`config.mk`:
```
export PLATFORM = sky130hd
export DESIGN_NAME = seq_shift_reg
export DESIGN_NICKNAME = d
export VERILOG_FILES = /design/src/rtl/seq_shift_reg.sv
export SDC_FILE = /design/constraint.sdc
export NUM_CORES = 1
export LEC_CHECK = 0
export ABC_AREA = 1
export CAP_MARGIN = 20
export CORE_AREA = 3 3 53 55
export CTS_BUF_LIST = sky130_fd_sc_hd__clkbuf_2 sky130_fd_sc_hd__clkbuf_4 sky130_fd_sc_hd__clkbuf_8
export DETAILED_ROUTE_END_ITERATION = 12
export DIE_AREA = 0 0 56 58
export DONT_BUFFER_PORTS = 1
export GPL_TIMING_DRIVEN = 0
export HOLD_SLACK_MARGIN = 0.02
export MAX_ROUTING_LAYER = met4
export PLACE_DENSITY = 0.5
export SYNTH_ARGS = -nofsm -noshare
export SYNTH_HDL_FRONTEND = slang
export SYNTH_SLANG_ARGS = --single-unit
```
`constraint.sdc`:
```
create_clock -name clk -period 2.55 [get_ports clk]
set_input_delay 0.3825 -clock clk [delete_from_list [all_inputs] [get_ports clk]]
set_output_delay 0.3825 -clock clk [all_outputs]
set_load 0.02 [all_outputs]
```
`src/rtl/seq_shift_reg.sv`:
```
// Multi-mode bit-serial shift register: parallel load, then shift/rotate by a commanded count.
// Optional SEQ_SHIFT_ARITH_EN turns mode 01 into an arithmetic right shift.
module seq_shift_reg #(
  parameter int WIDTH = 7,
  parameter int AMT_W = 3
) (
  input  logic             clk,
  input  logic             reset,
  input  logic             en,
  input  logic             load,
  input  logic             start,
  input  logic [1:0]       mode,
  input  logic [AMT_W-1:0] amount,
  input  logic             ser_in,
  input  logic [WIDTH-1:0] d,
  output logic [WIDTH-1:0] q,
  output logic             ser_out,
  output logic             busy,
  output logic             done
);

  // Handshake: load/start are sampled only when en=1 and busy=0; once a command
  // is accepted busy stays high until the edge that raises done for one cycle.
  typedef enum logic {IDLE, SHIFT} state_t;

  localparam logic [AMT_W-1:0] CNT_ONE = AMT_W'(1);

  state_t             state_q, state_d;
  logic [WIDTH-1:0]   q_q, q_d;
  logic               ser_out_q, ser_out_d;
  logic               busy_q, busy_d;
  logic               done_q, done_d;
  logic [AMT_W-1:0]   cnt_q, cnt_d;
  logic [1:0]         mode_q, mode_d;
  logic               fill_q, fill_d;
  logic               shr_fill;

  always_comb begin
`ifdef SEQ_SHIFT_ARITH_EN
    shr_fill = q_q[WIDTH-1];
`else
    shr_fill = fill_q;
`endif
  end

  always_comb begin
    state_d   = state_q;
    q_d       = q_q;
    ser_out_d = ser_out_q;
    busy_d    = busy_q;
    done_d    = 1'b0;
    cnt_d     = cnt_q;
    mode_d    = mode_q;
    fill_d    = fill_q;
    if (en) begin
      case (state_q)
        IDLE: begin
          if (load) begin
            q_d = d;
          end else if (start) begin
            if (amount != '0) begin
              mode_d  = mode;
              fill_d  = ser_in;
              cnt_d   = amount;
              busy_d  = 1'b1;
              state_d = SHIFT;
            end else begin
              done_d = 1'b1;
            end
          end
        end
        SHIFT: begin
          case (mode_q)
            2'b00: begin
              q_d       = {q_q[WIDTH-2:0], fill_q};
              ser_out_d = q_q[WIDTH-1];
            end
            2'b01: begin
              q_d       = {shr_fill, q_q[WIDTH-1:1]};
              ser_out_d = q_q[0];
            end
            2'b10: begin
              q_d       = {q_q[WIDTH-2:0], q_q[WIDTH-1]};
              ser_out_d = q_q[WIDTH-1];
            end
            default: begin
              q_d       = {q_q[0], q_q[WIDTH-1:1]};
              ser_out_d = q_q[0];
            end
          endcase
          cnt_d = cnt_q - CNT_ONE;
          // Last step retires the command on the same edge as the final shift.
          if (cnt_q == CNT_ONE) begin
            busy_d  = 1'b0;
            done_d  = 1'b1;
            state_d = IDLE;
          end
        end
        default: state_d = IDLE;
      endcase
    end
  end

  always_ff @(posedge clk) begin
    if (reset) begin
      state_q   <= IDLE;
      q_q       <= '0;
      ser_out_q <= 1'b0;
      busy_q    <= 1'b0;
      done_q    <= 1'b0;
      cnt_q     <= '0;
      mode_q    <= 2'b00;
      fill_q    <= 1'b0;
    end else begin
      state_q   <= state_d;
      q_q       <= q_d;
      ser_out_q <= ser_out_d;
      busy_q    <= busy_d;
      done_q    <= done_d;
      cnt_q     <= cnt_d;
      mode_q    <= mode_d;
      fill_q    <= fill_d;
    end
  end

  assign q       = q_q;
  assign ser_out = ser_out_q;
  assign busy    = busy_q;
  assign done    = done_q;

endmodule

```
==> results of run 1 <==
==> final cells by class <==
| class | instances | area share [%] |
|---|---|---|
| plain buffers | 4 | 3.11 |
| clock buffers | 4 | 2.98 |
| multi-input cells | 98 | 48.9 |
| inverters | 20 | 7.45 |
| flip-flops and latches | 17 | 33.8 |
| well taps | 30 | 3.73 |
==> placed cells by master, fill, tap and decap left out <==
cell type	netlist	routed
o21ai_0	24	24
nand2_1	22	22
a21oi_1	19	19
inv_1	18	18
dfxtp_1	17	17
nand3_1	14	14
nor2_1	7	7
clkbuf_4	0	4
nand2_2	3	3
o21ai_1	3	3
inv_2	2	2
buf_6	2	2
ha_1	2	2
buf_2	1	1
clkbuf_1	1	1
nor3_4	1	1
a21oi_2	1	1
o211ai_1	1	1
a21o_1	1	1
==> sequential cells by signal, indices dropped and copies added (netlist names) <==
signal,count
q,7
cnt_q,3
mode_q,2
busy,1
done,1
fill_q,1
ser_out,1
state_q,1
==> per-layer routing <==
metal | vias to the layer above | GRT usage [%] | part of all wire [%] | routed length [µm]
met3 | 2 | 3.56 | 7.4 | 164
li1 | 470 | - | - | -
met4 | 0 | 7.12 | 0.72 | 16
met1 | 395 | 19.5 | 49 | 1090
met2 | 25 | 23.0 | 43 | 945
met5 | - | - | 0 | 0
==> power by group <==
| part | leakage, µW | total (µW) | internal (µW) | switching (µW) |
|---|---|---|---|---|
| sequential | 0.000139 | 310 | 282 | 28.3 |
| clock | 0.0000184 | 157 | 71.4 | 86.0 |
| combinational | 0.000258 | 74.2 | 27.3 | 46.9 |
| total | 0.000416 | 542 | 381 | 161 |
==> cell families after synthesis <==
group           share of synthesized area (%)
buf+inv                                  11.3
flops                                    36.2
fa+ha+maj                                2.66
compound gates                           27.0
simple gates                             22.8
==> per-stage QoR <==
step                      setup slack (ns)  hold WS (ns)  utilization, %
final                                 1.34         0.143            41.4
after global routing                  1.30         0.131            41.4
after CTS                             1.32         0.136            41.4
after detailed placement              1.35         0.454            40.2
after global placement                1.36         0.455            40.2
after floorplan                       1.53         0.447               -
==> how the worst max path moves through the flow <==
stage / startpoint / endpoint / slack [ns] / cells past startpoint
after floorplan: amount[1] / cnt_q[1] / 1.53 / 6
after CTS: q[6] / q[6] / 1.32 / 0
after global placement: reset / busy / 1.36 / 4
after global routing: q[6] / q[6] / 1.30 / 0
after detailed placement: reset / busy / 1.35 / 4
final: q[6] / q[6] / 1.34 / 0
==> results_dict.tcl, run 1 <==
set metrics [dict create \
    power.total_uw 542 \
    ys_types 18 \
    drc 0 \
    postSynthAreaPerCell_um2 6.76 \
    die-area_mm2 0.00325 \
    yosysWarnings 0 \
    crit_required_ns 2.17 \
    r2r_start "state_q" \
    clk_path_buf_depth 2 \
    hold_class "input port to flop" \
    synth.area.top_cells "dfxtp_1, o21ai_0, a21oi_1" \
    worstSkewPairLatency_ns 0.29 \
    grt_max_degree 11 \
    ys_seq_area_share_pct 36.2 \
    leakagePower_uw 0.000416 \
    register_area_um2 340 \
    syn_inst 139 \
    first_pass_iters 4 \
    fin_crit_ns 1.21 \
    arrival_ns 0.83 \
    fill_cells 273 \
    postCtsSetupRepairBufs 0 \
    rows 18 \
    tns_ns 0 \
    relSlewSlack_pct 70.2 \
    hold_depth 1 \
    synth_top_area_share_pct 36.2 \
    yosysMostFrequentCell "o21ai_0" \
    dp.cells 169 \
    io_pins 28 \
    routed_wl_um 2220 \
    fin_crit_sh_pct 47.6 \
    place_area_um2 977 \
    rr_worst_depth 6 \
    max_clock_freq_mhz 823 \
    critPathKind "flop to output port" \
    finalSetupViolCount 0 \
    ys_seq_elements 17 \
    multi_input_area_um2 493 \
    rsz0062_at_grt "false" \
    postCtsHoldBufs 0 \
    synthesis.nets 159 \
    stdcell_area_mm2 0.00101 \
    grt.total_usage_pct 15.3 \
    grt_pass1_wl_um 3730 \
    cts_resized 0 \
    outcome "finished, final reports clean" \
    crit_path_start_kind "flop" \
    vias_per_cell 5.16 \
    cap_violations 0 \
    peakVddDrop_mv 0.255 \
    nNetsFinal 164 \
    finClkSkew_ns 0.00739 \
    areaGrowthSynthToFinish_pct 7.19 \
    vias 892 \
    diodes 0 \
    final_cells 173 \
    end_kind "output port" \
    hpwl_um 1670 \
    worst_slew_pin_slew_ns 0.447 \
    cts_sinks 17 \
    htreeDepth 1 \
    grt_pass1_vias 841 \
    die_h_um 58 \
    crit_path_max_fanout 5 \
    antenna_found_initial 0 \
    cts_buffers 3 \
    finalHoldViolCount 0 \
    drive_gt1_share_pct 9.79 \
    die_x_um 56 \
    netlist_area_um2 940 \
    place.gp.congestion 0.801 \
    r2r_end "cnt_q[2]" \
    postRouteAntennaNets 0 \
    synthTopCellsByCount "o21ai_0, nand2_1, a21oi_1, inv_1, dfxtp_1" \
    min_from "reset" \
    portBuffers 0 \
    maxSlewViolCount 0 \
    cts_tree "yes" \
    regToRegSetupSlack_ns 1.40 \
    hold_path_end "state_q" \
    grt.overflow.total 0 \
    drtIter0Drc 19 \
    ys_async_sr_fraction_pct 0 \
    power.density_mw_per_mm2 538 \
    synth_edf_count 0 \
    core_area_mm2 0.00243 \
    synth_top_flop_cell "dfxtp_1" \
    wl_per_cell_um 12.8 \
    cts-root-buf "clkbuf_4" \
    clkTransAtPathRegs_ns 0.10 \
    initial_core_util_pct 38.6 \
    yosys.area.top_type "dfxtp_1" \
]
Power figures use the tool's default switching activity.
==> run 2, diff against run 1 <==
--- a/config.mk
+++ b/config.mk
@@ -15,7 +15,7 @@
 export GPL_TIMING_DRIVEN = 0
 export HOLD_SLACK_MARGIN = 0.02
 export MAX_ROUTING_LAYER = met4
-export PLACE_DENSITY = 0.5
+export PLACE_DENSITY = 0.51
 export SYNTH_ARGS = -nofsm -noshare
 export SYNTH_HDL_FRONTEND = slang
 export SYNTH_SLANG_ARGS = --single-unit
==> constraint.sdc (replaced) <==
create_clock -name clk -period 1.1 [get_ports clk]
set_input_delay 0.165 -clock clk [delete_from_list [all_inputs] [get_ports clk]]
set_output_delay 0.165 -clock clk [all_outputs]
set_load 0.02 [all_outputs]
==> results_dict.tcl, run 2 (synthesized netlist as in run 1, its figures left out) <==
set metrics [dict create \
    die_x_um 56 \
    drtIter0Drc 29 \
    hold_class "input port to flop" \
    relSlewSlack_pct 69.7 \
    cts_buffers 3 \
    clkTransAtPathRegs_ns 0.10 \
    maxSlewViolCount 0 \
    htreeDepth 1 \
    rows 18 \
    end_kind "flop" \
    drc 0 \
    final_cells 178 \
    worst_slew_pin_slew_ns 0.455 \
    portBuffers 0 \
    grt_pass1_wl_um 3940 \
    max_clock_freq_mhz 957 \
    grt_max_degree 11 \
    cts_tree "yes" \
    vias 925 \
    arrival_ns 1.22 \
    power.density_mw_per_mm2 1170 \
    grt.overflow.total 0 \
    grt_pass1_vias 871 \
    core_area_mm2 0.00243 \
    outcome "finished, final reports clean" \
    nNetsFinal 169 \
    diodes 0 \
    leakagePower_uw 0.000445 \
    clk_path_buf_depth 2 \
    critPathKind "flop to flop" \
    startpoint "state_q" \
    largest_register_ffs 7 \
    pre_cts_ws_ns -0.0295 \
    crit_required_ns 1.27 \
    peakVddDrop_mv 0.545 \
    final_common_cell "o21ai_0" \
    finClkSkew_ns 0.00171 \
    finalHoldViolCount 0 \
    io_pins 28 \
    drive_gt1_share_pct 17.6 \
    min_from "mode[0]" \
    r2r_start "state_q" \
    wl_per_cell_um 12.9 \
    initial_core_util_pct 38.6 \
    place.gp.congestion 0.799 \
    rsz0062_at_grt "true" \
    die-area_mm2 0.00325 \
    cts-root-buf "clkbuf_4" \
    vias_per_cell 5.20 \
    postRouteAntennaNets 0 \
    power.total_uw 1290 \
    setup_ws_ns 0.0549 \
    cap_violations 0 \
    first_pass_iters 4 \
    fin_crit_ns 1.05 \
    die_h_um 58 \
    mostFrequentLayoutCells "o21ai_0, nand2_1, inv_1" \
    crit_path_max_fanout 10 \
    crit_path_start_kind "flop" \
    grt.total_usage_pct 15.6 \
    hpwl_um 1700 \
    routed_wl_um 2300 \
    fin_crit_sh_pct 95.0 \
    cts_sinks 17 \
    dp.cells 169 \
    areaGrowthSynthToFinish_pct 16.5 \
    finalSetupViolCount 0 \
    worstSkewPairLatency_ns 0.28 \
    antenna_found_initial 0 \
]
[run 2: cell types whose count changed in the layout (fill, tap and decap cells not counted), moves of 3 or more]
cell           previous run  this run
dfxtp_1                  17        12
dfxtp_2                   0         5
dlygate4sd3_1             0         3
o21ai_0                  24        21
o21ai_1                   3         6
[run 2: report_power, final]
group | total [µW] | switching (µW) | internal [µW]
Clock | 355 | 190 | 165
Sequential | 725 | 67.7 | 657
Combinational | 205 | 123 | 82.1
Total | 1290 | 381 | 905
[run 2: routing by layer]
metal	part of all wire [%]	vias up	wire length, µm	GRT usage (%)
met5	0	-	0	-
met2	43	27	986	21.9
li1	-	480	-	-
met1	48	416	1110	21.4
met3	8.1	2	186	4.01
met4	0.70	0	16	6.44
[run 2: metrics by stage]
step / area [µm²] / util [%] / hold slack (ns) / setup TNS, ns
finish: 1090 / 45.0 / 0.0355 / 0
floorplan: 940 / - / 0.234 / 0
CTS: 1050 / 43.2 / 0.0218 / 0
detailed placement: 977 / 40.2 / 0.239 / -0.0796
global placement: 977 / 40.2 / 0.237 / -0.0806
global route: 1090 / 45.0 / 0.0205 / -0.111
[run 2: layout make-up]
| class | count | area, µm² |
|---|---|---|
| clock buffers | 4 | 30.0 |
| plain buffers | 4 | 37.5 |
| repair buffers | 5 | 45.0 |
| flip-flops and latches | 17 | 347 |
| well taps | 30 | 37.5 |
| multi-input cells | 98 | 518 |
| inverters | 20 | 80.1 |
| fillers | 265 | 1340 |
[run 2: worst max-delay path, stage by stage (launching register included)]
cell and delay (ns):
dfxtp_2 0.36, buf_6 0.14, nor3_4 0.21, nand2_2 0.09
nand2_1 0.06, a21oi_1 0.06
[run 2: what timing repair did]
action / in CTS / in global routing
buffers inserted: 1 / 1
pin swaps: 0 / 4
gates resized for setup: 2 / 17
endpoints found under the hold margin: 6 / 0
hold buffers: 3 / 0
endpoints found under the setup margin: 3 / 14
[run 2: path summary, 6_finish.rpt]
path              slack, ns  cells after the start         to
setup / recovery       0.05                      5     fill_q
hold / removal         0.04                      2  mode_q[0]
setup reg to reg       0.05                      5     fill_q
hold reg to reg        0.50                      2   cnt_q[1]
==> run 3, diff against run 2 <==
--- a/config.mk
+++ b/config.mk
@@ -7,15 +7,16 @@
 export LEC_CHECK = 0
 export ABC_AREA = 1
 export CAP_MARGIN = 20
-export CORE_AREA = 3 3 53 55
+export CORE_AREA = 2 2 52 54
 export CTS_BUF_LIST = sky130_fd_sc_hd__clkbuf_2 sky130_fd_sc_hd__clkbuf_4 sky130_fd_sc_hd__clkbuf_8
 export DETAILED_ROUTE_END_ITERATION = 12
-export DIE_AREA = 0 0 56 58
+export DIE_AREA = 0 0 54 56
 export DONT_BUFFER_PORTS = 1
 export GPL_TIMING_DRIVEN = 0
 export HOLD_SLACK_MARGIN = 0.02
 export MAX_ROUTING_LAYER = met4
 export PLACE_DENSITY = 0.51
+export SETUP_SLACK_MARGIN = 0.15
 export SYNTH_ARGS = -nofsm -noshare
 export SYNTH_HDL_FRONTEND = slang
 export SYNTH_SLANG_ARGS = --single-unit
==> results_dict.tcl, run 3 (synthesized netlist as in run 1, its figures left out) <==
set metrics [dict create \
    hpwl_um 1700 \
    initial_core_util_pct 38.6 \
    r2r_start "state_q" \
    fin_crit_ns 1.05 \
    p_sw_uw 409 \
    pre_cts_ws_ns 0.0188 \
    finClkSkew_ns 0.00201 \
    maxSlewViolCount 0 \
    fill_cells 265 \
    violations "hold timing" \
    postRouteAntennaNets 0 \
    postCtsHoldBufs 2 \
    setup_ws_ns 0.0455 \
    outcome "finished with violations" \
    max_clock_freq_mhz 948 \
    wl_per_cell_um 13.7 \
    relSlewSlack_pct 71.2 \
    switching_share_pct 30.7 \
    fin_crit_sh_pct 95.9 \
    core_area_mm2 0.00243 \
    cts_buffers 3 \
    drc 0 \
    regToRegSetupSlack_ns 0.05 \
    power.total_uw 1330 \
    diodes 0 \
    crit_required_ns 1.29 \
    die_x_um 54 \
    htreeDepth 1 \
    crit_path_max_fanout 5 \
    r2r_end "mode_q[0]" \
    cts_sinks 17 \
    portBuffers 0 \
    routed_wl_um 2460 \
    peakVddDrop_mv 0.834 \
    min_from "reset" \
    hold_path_end "state_q" \
    first_pass_iters 4 \
    worst_slew_pin_slew_ns 0.433 \
    dp.cells 169 \
    vias 965 \
    grt.total_usage_pct 16.5 \
    die-area_mm2 0.00302 \
    areaGrowthSynthToFinish_pct 29.3 \
    grt_pass1_wl_um 3650 \
    finalSetupViolCount 0 \
    rows 18 \
    arrival_ns 1.24 \
    hold_depth 1 \
    drtIter0Drc 17 \
    holdWs_ns -0.0861 \
    clkTransAtPathRegs_ns 0.10 \
    final_common_cell "nand2_1" \
    antenna_found_initial 0 \
    final_cells 179 \
    mostFrequentLayoutCells "nand2_1, inv_1, a21oi_1" \
    vias_per_cell 5.39 \
    die_h_um 56 \
    largest_register_ffs 7 \
    io_pins 28 \
    drive_gt1_share_pct 28.2 \
    power.density_mw_per_mm2 1100 \
    worstSkewPairLatency_ns 0.29 \
    cap_violations 0 \
    place.gp.congestion 0.816 \
    hold_class "input port to flop" \
    clkPwrFrac_pct 27.6 \
    crit_path_start_kind "flop" \
    clk_path_buf_depth 2 \
    leakagePower_uw 0.000473 \
    combPwrFrac_pct 17.6 \
    grt_pass1_vias 853 \
    tns_ns 0 \
    finalHoldViolCount 5 \
    nNetsFinal 170 \
    cts_tree "yes" \
    grt.overflow.total 0 \
    cts-root-buf "clkbuf_4" \
    seq_power_share_pct 54.8 \
    end_kind "flop" \
    utilization_pct 49.9 \
    critPathKind "flop to flop" \
    rsz0062_at_grt "true" \
    p_int_uw 924 \
    rr_worst_depth 5 \
    grt_max_degree 11 \
]
[run 3: changes by cell type in the layout (fill, tap and decap cells not counted), moves of 3 or more]
cell / before / now
o21ai_1: 6 / 11
dfxtp_4: 0 / 3
dfxtp_1: 12 / 6
dfxtp_2: 5 / 8
o21ai_0: 21 / 15
[run 3: power groups by stage]
stage	registers, µW	clock network, µW	logic (µW)
3_3_place_gp	735	0	174
2_1_floorplan	726	0	143
6_report	730	368	235
4_1_cts	729	388	195
5_1_grt	737	402	267
3_5_place_dp	736	0	177
[run 3: per-stage QoR]
step | hold WS [ns] | instance area [µm²]
3_5_place_dp | 0.234 | 985
2_1_floorplan | 0.227 | 947
6_report | -0.0861 | 1210
4_1_cts | -0.0967 | 1070
5_1_grt | -0.101 | 1210
3_3_place_gp | 0.235 | 985
[run 3: what timing repair did]
action / in CTS / in global routing
setup endpoints to repair: 23 / 17
hold endpoints to repair: 6 / 5
pin swaps: 4 / 8
gates resized for setup: 20 / 23
cloned: 0 / 2
setup buffers: 0 / 2
[run 3: how the worst max path moves through the flow]
| stage | startpoint | endpoint | depth (start not counted) |
|---|---|---|---|
| 3_3_place_gp | mode_q[0] | q[0] | 5 |
| 6_report | state_q | mode_q[0] | 5 |
| 5_1_grt | state_q | fill_q | 4 |
| 3_5_place_dp | mode_q[0] | q[0] | 5 |
| 2_1_floorplan | state_q | mode_q[0] | 5 |
| 4_1_cts | state_q | mode_q[1] | 5 |
[run 3: area by class of cell]
type,count,area [µm²],share of cell area [%]
multi-input cells,98,566,46.5
flip-flops and latches,17,362,29.8
inverters,20,90.1,7.42
repair buffers,6,85.1,7.00
plain buffers,4,45.0,3.71
well taps,30,37.5,3.09
clock buffers,4,30.0,2.47
[run 3: layer usage]
| metal | global-route usage, % | part of all wire (%) | wire length [µm] |
|---|---|---|---|
| met1 | 19.2 | 40 | 985 |
| met2 | 26.7 | 51 | 1260 |
| met3 | 4.03 | 6.1 | 150 |
| met4 | 6.43 | 2.6 | 63 |
| met5 | - | 0 | 0 |
[run 3: worst max-delay path, stage by stage (launching register included)]
cell,delay [ns]
dfxtp_4,0.39
buf_8,0.13
nor3_4,0.22
nand2_2,0.09
nand2_1,0.06
a21oi_1,0.06
